File: src/rtl/rls_pkg.sv
// -----------------------------------------------------------------------------
// rls_pkg
// Shared definitions for the run-length serializer.
//   rls_state_t        : FSM state encoding (IDLE/ONES/ZERO/GAP)
//   RLS_CNT_W_DEFAULT  : default width of run_len and the run counter
// -----------------------------------------------------------------------------
package rls_pkg;

   typedef enum logic [1:0] {
      IDLE = 2'b00,
      ONES = 2'b01,
      ZERO = 2'b10,
      GAP  = 2'b11
   } rls_state_t;

   localparam int RLS_CNT_W_DEFAULT = 4;

endpackage : rls_pkg

File: src/rtl/rls_down_counter.sv
// -----------------------------------------------------------------------------
// rls_down_counter
// Loadable down counter with a gated decrement and an "equals one" flag.
// Used for the run counter and, with the idle-gap feature, the gap counter.
// Ports:
//   clk        : rising-edge clock
//   reset      : asynchronous active-high reset (count -> 0)
//   i_load     : load i_load_val (has priority over decrement)
//   i_load_val : value to load
//   i_dec      : decrement by one (caller gates this with the bit tick)
//   o_is_one   : count currently equals 1 (last unit of the run/gap)
// -----------------------------------------------------------------------------
module rls_down_counter #(
   parameter int W = 4
) (
   input  logic         clk,
   input  logic         reset,
   input  logic         i_load,
   input  logic [W-1:0] i_load_val,
   input  logic         i_dec,
   output logic         o_is_one
);

   logic [W-1:0] r_cnt;

   always_ff @(posedge clk or posedge reset) begin
      if (reset) begin
         r_cnt <= '0;
      end else if (i_load) begin
         r_cnt <= i_load_val;
      end else if (i_dec && (r_cnt != '0)) begin
         // Never wraps below zero, even if a caller decrements too often.
         r_cnt <= r_cnt - W'(1);
      end
   end

   assign o_is_one = (r_cnt == W'(1));

endmodule : rls_down_counter

File: src/rtl/run_length_serializer.sv
// -----------------------------------------------------------------------------
// run_length_serializer
// Serial transmitter for the run-terminated bit stream: each accepted frame
// is run_len ones followed by one terminating zero, one bit per bit_tick.
// Optional feature macro: RLS_IDLE_GAP_EN -- inserts GAP_LEN extra idle
// zeros after each frame (GAP_LEN+1 zeros of separation in total).
// Ports:
//   clk        : rising-edge clock
//   reset      : asynchronous active-high reset (drops any frame in flight)
//   bit_tick   : bit-rate strobe; the line advances only when high
//   run_len    : number of ones in the next frame (sampled at accept)
//   run_valid  : run_len is valid
//   run_ready  : combinational; accept when run_valid && run_ready
//   bit_out    : registered serial line bit
//   busy       : registered; high whenever the FSM is not IDLE
//   frame_done : registered one-cycle pulse after a terminating zero
// -----------------------------------------------------------------------------
module run_length_serializer
   import rls_pkg::*;
#(
   parameter int CNT_W   = RLS_CNT_W_DEFAULT,
   parameter int GAP_LEN = 2
) (
   input  logic             clk,
   input  logic             reset,
   input  logic             bit_tick,
   input  logic [CNT_W-1:0] run_len,
   input  logic             run_valid,
   output logic             run_ready,
   output logic             bit_out,
   output logic             busy,
   output logic             frame_done
);

   // A gap of zero idle bits is not a legal configuration.
   if (GAP_LEN < 1) begin : g_bad_gap_len
      $error("run_length_serializer: GAP_LEN must be >= 1");
   end

   rls_state_t r_state;
   rls_state_t w_state_nxt;
   logic       r_bit_out;
   logic       r_busy;
   logic       r_frame_done;
   logic       w_bit_nxt;
   logic       w_done_nxt;
   logic       w_ready;
   logic       w_accept;
   logic       w_run_load;
   logic       w_run_dec;
   logic       w_run_is_one;

   rls_down_counter #(
      .W (CNT_W)
   ) u_run_cnt (
      .clk        (clk),
      .reset      (reset),
      .i_load     (w_run_load),
      .i_load_val (run_len),
      .i_dec      (w_run_dec),
      .o_is_one   (w_run_is_one)
   );

`ifdef RLS_IDLE_GAP_EN
   localparam int GAP_W = (GAP_LEN < 2) ? 1 : $clog2(GAP_LEN + 1);

   logic w_gap_load;
   logic w_gap_dec;
   logic w_gap_is_one;

   rls_down_counter #(
      .W (GAP_W)
   ) u_gap_cnt (
      .clk        (clk),
      .reset      (reset),
      .i_load     (w_gap_load),
      .i_load_val (GAP_W'(GAP_LEN)),
      .i_dec      (w_gap_dec),
      .o_is_one   (w_gap_is_one)
   );
`endif

   // Ready is combinational so a frame can be taken on the very edge that
   // finishes the previous one (streaming with no idle bit in between).
   always_comb begin
      w_ready = 1'b0;
      case (r_state)
         IDLE:    w_ready = 1'b1;
`ifdef RLS_IDLE_GAP_EN
         ZERO:    w_ready = 1'b0;
         GAP:     w_ready = bit_tick & w_gap_is_one;
`else
         ZERO:    w_ready = bit_tick;
`endif
         default: w_ready = 1'b0;
      endcase
   end

   assign w_accept = run_valid & w_ready;

   always_comb begin
      w_state_nxt = r_state;
      w_bit_nxt   = r_bit_out;
      w_done_nxt  = 1'b0;
      w_run_load  = 1'b0;
      w_run_dec   = 1'b0;
`ifdef RLS_IDLE_GAP_EN
      w_gap_load  = 1'b0;
      w_gap_dec   = 1'b0;
`endif

      case (r_state)
         IDLE: begin
            w_bit_nxt = 1'b0;
         end
         ONES: begin
            if (bit_tick) begin
               if (w_run_is_one) begin
                  w_state_nxt = ZERO;
                  w_bit_nxt   = 1'b0;
               end else begin
                  w_run_dec = 1'b1;
               end
            end
         end
         ZERO: begin
            w_bit_nxt = 1'b0;
            if (bit_tick) begin
               w_done_nxt = 1'b1;
`ifdef RLS_IDLE_GAP_EN
               w_state_nxt = GAP;
               w_gap_load  = 1'b1;
`else
               w_state_nxt = IDLE;
`endif
            end
         end
`ifdef RLS_IDLE_GAP_EN
         GAP: begin
            w_bit_nxt = 1'b0;
            if (bit_tick) begin
               if (w_gap_is_one) begin
                  w_state_nxt = IDLE;
               end else begin
                  w_gap_dec = 1'b1;
               end
            end
         end
`endif
         default: begin
            // Unreachable encoding: recover to a quiet line.
            w_state_nxt = IDLE;
            w_bit_nxt   = 1'b0;
         end
      endcase

      // An accept overrides the exit chosen above; a zero-length frame is
      // a bare terminating zero.
      if (w_accept) begin
         if (run_len != '0) begin
            w_run_load  = 1'b1;
            w_state_nxt = ONES;
            w_bit_nxt   = 1'b1;
         end else begin
            w_state_nxt = ZERO;
            w_bit_nxt   = 1'b0;
         end
      end
   end

   always_ff @(posedge clk or posedge reset) begin
      if (reset) begin
         r_state      <= IDLE;
         r_bit_out    <= 1'b0;
         r_busy       <= 1'b0;
         r_frame_done <= 1'b0;
      end else begin
         r_state      <= w_state_nxt;
         r_bit_out    <= w_bit_nxt;
         r_busy       <= (w_state_nxt != IDLE);
         r_frame_done <= w_done_nxt;
      end
   end

   assign run_ready  = w_ready;
   assign bit_out    = r_bit_out;
   assign busy       = r_busy;
   assign frame_done = r_frame_done;

endmodule : run_length_serializer

File: config.mk
export PLATFORM = sky130hd
export DESIGN_NAME = run_length_serializer
export DESIGN_NICKNAME = d
export VERILOG_FILES = /design/src/rtl/rls_pkg.sv /design/src/rtl/rls_down_counter.sv /design/src/rtl/run_length_serializer.sv
export SDC_FILE = /design/constraint.sdc
export NUM_CORES = 1
export LEC_CHECK = 0
export ABC_CLOCK_PERIOD_IN_PS = 3400
export CAP_MARGIN = 20
export CORE_AREA = 4 4 41 43
export CTS_CLUSTER_DIAMETER = 80
export DETAILED_ROUTE_END_ITERATION = 12
export DIE_AREA = 0 0 45 47
export PLACE_DENSITY = 0.76
export SLEW_MARGIN = 20
export SYNTH_ARGS = -nofsm -noshare
export SYNTH_HDL_FRONTEND = slang
export SYNTH_SLANG_ARGS = --single-unit
File: constraint.sdc
create_clock -name clk -period 3.4 [get_ports clk]
set_input_delay 0.68 -clock clk [delete_from_list [all_inputs] [get_ports clk]]
set_output_delay 0.68 -clock clk [all_outputs]
set_load 0.005 [all_outputs]
# After elaboration in Yosys (flattened, before gate mapping)
# Cells that the tools add are included.
dict set report totals {
  register_bits 9
  latchBits 0
  mem_bits_rw 0
  rom_bits 0
  out_inout_bits 4
  mem_count 0
}
dict set report classes {
  addsub 1
  mul 0
  n_div 0
  magnitude_cmp 0
  eq_ne 5
  n_shift 0
  mux 20
  bitwise 1
  n_reduce_logical 7
}
# op count
set ops {}
lappend ops {{$mux 1} 11}
lappend ops {{$mux 2} 5}
lappend ops {{$mux 4} 2}
lappend ops {{$reduce_bool 4->1} 2}
lappend ops {{$pmux 2 s3} 1}
lappend ops {{$eq 4x1->1 const B} 1}
lappend ops {{$reduce_bool 2->1} 2}
lappend ops {{$sub 4x1->4 const B} 1}
lappend ops {{$ne 3x2->1 const B} 1}
lappend ops {{$ne 3x3->1 const B} 1}
lappend ops {{$eq 2x1->1 const B} 1}
lappend ops {{$eq 2x2->1 const B} 1}
lappend ops {{$logic_not 2->1} 1}
lappend ops {{$pmux 1 s2} 1}
lappend ops {{$reduce_and 2->1} 1}
lappend ops {{$and 1x1->1} 1}
lappend ops {{$logic_and 1x1->1} 1}

# Longest topological paths before layout
dict set report logic_depth {
  depth_word 7
  depth_mapped 6
  depth_no_buf 6
}

# By module
# A second synthesis with hierarchy kept.
dict set report unflattened {
  cells_unflattened 52
  area_unflattened_um2 536.8
}
# mod n_inst cells_per_inst area_each_um2 seq_area_each_um2
set by_module_without_submodules {}
lappend by_module_without_submodules {rls_down_counter 1 30 286.5 100.1}
lappend by_module_without_submodules {run_length_serializer 1 22 250.2 125.1}

# Worst setup path before layout
# OpenSTA, ideal clock, no wires.
dict set report synth_timing {
  kind {input-to-output}
  start {in bit_tick}
  end {out run_ready}
  t_arrival_ns 0.962
  path_slack_ns 1.758
  path_stages 2
  path_cell_list {nor2b_2 -> nor2_1}
}
dict set report synth_via {
  elab_chain_len 1
}
# item line_no
set synth_rtl {}
lappend synth_rtl {{start, declared} run_length_serializer.sv:26} ;# input logic bit_tick,
lappend synth_rtl {{$pmux 1 s2} run_length_serializer.sv:87} ;# case (r_state)
lappend synth_rtl {{end, declared} run_length_serializer.sv:29} ;# output logic run_ready,
# Every way passes these cells.

# Final worst setup path
# Same ends and word-level chain as after synthesis.

==> results.sh <==
export IMPL_fill_cells=118
export IMPL_hold_viol=0
export IMPL_io_pins=12
export IMPL_fin_worst_skew_ns=0.002059
export IMPL_syn_inst=50
export IMPL_cpPeakStageDelay_ns=0.50
export IMPL_p_per_area_nw_per_um2=816.4
export IMPL_worstPathRequired_ns=2.72
export IMPL_grt_pass1_vias=365
export IMPL_final_cells=80
export IMPL_postCtsSetupBuffers=0
export IMPL_slew_headroom=0.7360
export IMPL_min_delay_start="r_state[0]$_DFF_PP0_"
export IMPL_cts_tree="built"
export IMPL_synth_area_sq_um=519.2
export IMPL_final_setup_viol_count=0
export IMPL_fp_coreArea_sq_um=1301
export IMPL_rr_startpoint="u_run_cnt.r_cnt[0]$_DFFE_PP0P_"
export IMPL_wl_per_cell_microns=12.79
export IMPL_reg2reg_to="u_run_cnt.r_cnt[3]$_DFFE_PP0P_"
export IMPL_crit_chain="clkdlybuf4s50_1, nor2b_2, nor2_1, clkdlybuf4s50_1"
export IMPL_cts_resized=0
export IMPL_portBuffers=11
export IMPL_postSynthAreaPerCell_sq_um=10.38
export IMPL_worstSkewPairLatency_ns=0.27
export IMPL_cts_htree_levels=1
export IMPL_dp_hpwl_microns=786.7
export IMPL_antenna_left=0
export IMPL_fp_dieW_microns=45
export IMPL_initial_core_util=0.3990
export IMPL_r2r_slack_ns=1.81
export IMPL_worst_path_most_repeated_cell="clkdlybuf4s50_1"
export IMPL_first_pass_iters=2
export IMPL_rows=13
export IMPL_drc=0
export IMPL_synth_nets=60
export IMPL_finalCritPeriodShare=0.7820
export IMPL_whs_ns=0.4941
export IMPL_crit_type="input port to output pin"
export IMPL_slowest_stage="clkdlybuf4s50_1"
export IMPL_antenna_cells=0
export IMPL_crit_path_start="bit_tick"
export IMPL_synth_distinct_cells=26
export IMPL_ir_worst_vdd_mv=0.3267
export IMPL_path_clk_slew_ns=0.06
export IMPL_path_buf_inv=2
export IMPL_grt_max_degree=11
export IMPL_place_inst=76
export IMPL_gr_total_overflow=0
export IMPL_start_kind="input port"
export IMPL_cp_top_family="buffers and inverters"
export IMPL_num_vias=416
export IMPL_cts_num_sinks=9
export IMPL_finalNetCount=76
export IMPL_fin_crit_ns=2.659
export IMPL_drive_above_1_share=0.2000
export IMPL_hold_depth=1
export IMPL_crit_path_end_kind="output pin"
export IMPL_synth_enable_flop_cells=0
export IMPL_tns_ns=0
export IMPL_hold_class="flip-flop to flip-flop"
export IMPL_yosysWarnings=0
export IMPL_worstMarginPinSlew_ns=0.3948
export IMPL_area_growth_pct=29.88
export IMPL_ys_seq_area_frac=0.4337
export IMPL_ys_seq_elements=9
export IMPL_async_reset_ff_frac=1.000
export IMPL_max_freq_ghz=0.3761
export IMPL_die_h_microns=47
export IMPL_dieArea_sq_um=2115
export IMPL_p_leak_nw=0.2975
export IMPL_cts_buffers=3
export IMPL_hold_end="frame_done$_DFF_PP0_"
export IMPL_cts_root_buf="clkbuf_4"
export IMPL_cts_buffer_depth=2
export IMPL_drv_cap=0
export IMPL_holdBufCountCts=0
export IMPL_finalMaxSlewViolations=0
export IMPL_drtIter0Drc=4
export IMPL_track_usage=0.1120
export IMPL_rr_worst_depth=6
export IMPL_wl_microns=1023
export IMPL_critical_path_arrival_ns=1.98
export IMPL_status="finished clean"
export IMPL_gp_congestion=0.8243
export IMPL_rsz0062_at_grt="no"
export IMPL_via_per_inst=5.200
export IMPL_antenna_found_initial=0
export IMPL_grt_pass1_wl_microns=1559
export IMPL_crit_fanout=5
export IMPL_synth_flop_cell="dfrtp_1"
[final cells by class]
class	count	area, sq um	area share
timing repair buffer	11	110.1	0.1633
tap	15	18.77	0.02783
multi-input combinational	35	271.5	0.4026
inverter	6	22.52	0.03340
sequential	9	225.2	0.3340
clock buffer	4	26.28	0.03896
[metrics by stage]
stage / worst slack [ns] / utilization / cell area, sq um / total power, mW
finish: 0.7414 / 0.5183 / 674.4 / 0.5506
detailed placement: 0.7529 / 0.4981 / 648.1 / 0.4644
global placement: 0.7506 / 0.4981 / 648.1 / 0.4554
floorplan: 1.758 / - / 519.2 / 0.3764
global route: 0.6645 / 0.5183 / 674.4 / 0.5891
CTS: 0.7395 / 0.5183 / 674.4 / 0.5531
[registers in the layout, indices dropped and copies added, names as in the netlist]
name,cells
bit_out,1
u_run_cnt.r_cnt,4
frame_done,1
busy,1
r_state,2
[cells in the mapped netlist, types with 2 or more instances]
cell      n  area, sq um
nand2b_1  2        12.51
a21oi_1   2        10.01
inv_1     6        22.52
nor2_1    5        18.77
nor3_1    3        15.01
dfrtp_1   9        225.2
a21o_2    2        17.52
ha_1      2        25.02
nand2_1   2        7.510
[layer usage]
layer | global-route usage | vias to the layer above | share of wire
met1 | 0.1250 | 191 | 0.46
met2 | 0.1780 | 10 | 0.47
met5 | 0 | - | 0
met4 | 0.08772 | 0 | 0.025
li1 | - | 213 | -
met3 | 0.03448 | 2 | 0.045
[layout by cell type, fill, tap and decap left out]
cell type        Yosys  routed
and2b_2              1       1
a221oi_1             1       1
nor2_1               5       5
inv_1                6       6
nand4_1              1       1
o22ai_1              1       1
dfrtp_1              9       9
nand2b_1             2       2
mux2_4               1       1
nor4_2               1       1
a31o_2               1       1
nand3_1              1       1
ha_1                 2       2
clkbuf_4             0       3
clkdlybuf4s50_1      0      11
a2bb2oi_1            1       1
clkbuf_1             0       1
a21oi_1              2       2
nor3_1               3       3
nand2_1              2       2
o21bai_1             1       1
a21o_2               2       2
a31oi_1              1       1
o21ai_2              1       1
nor3b_1              1       1
nor2b_2              1       1
nor3_4               1       1
a32oi_1              1       1
o311a_4              1       1
[where the power goes]
part | total, mW | internal, mW | switching, mW
logic | 0.266 | 0.144 | 0.122
registers | 0.198 | 0.156 | 0.0418
clock network | 0.0873 | 0.0455 | 0.0418
[logic make-up (layout without fill, tap and decap cells)]
kind of cell | after synthesis | after routing | synth area share
buf+inv | 6 | 21 | 0.04337
flops | 9 | 9 | 0.4337
mux | 1 | 1 | 0.02891
simple gates | 19 | 19 | 0.2289
fa+ha+maj | 2 | 2 | 0.04819
compound gates | 13 | 13 | 0.2169
[worst max-delay path by stage]
stage | slack (ns) | cells after the start | to
4_1_cts | 0.74 | 4 | run_ready
6_report | 0.74 | 4 | run_ready
5_1_grt | 0.66 | 4 | run_ready
3_3_place_gp | 0.75 | 4 | run_ready
3_5_place_dp | 0.75 | 4 | run_ready
2_1_floorplan | 1.76 | 2 | run_ready
Note: power is estimated with default switching activity, not from simulation.
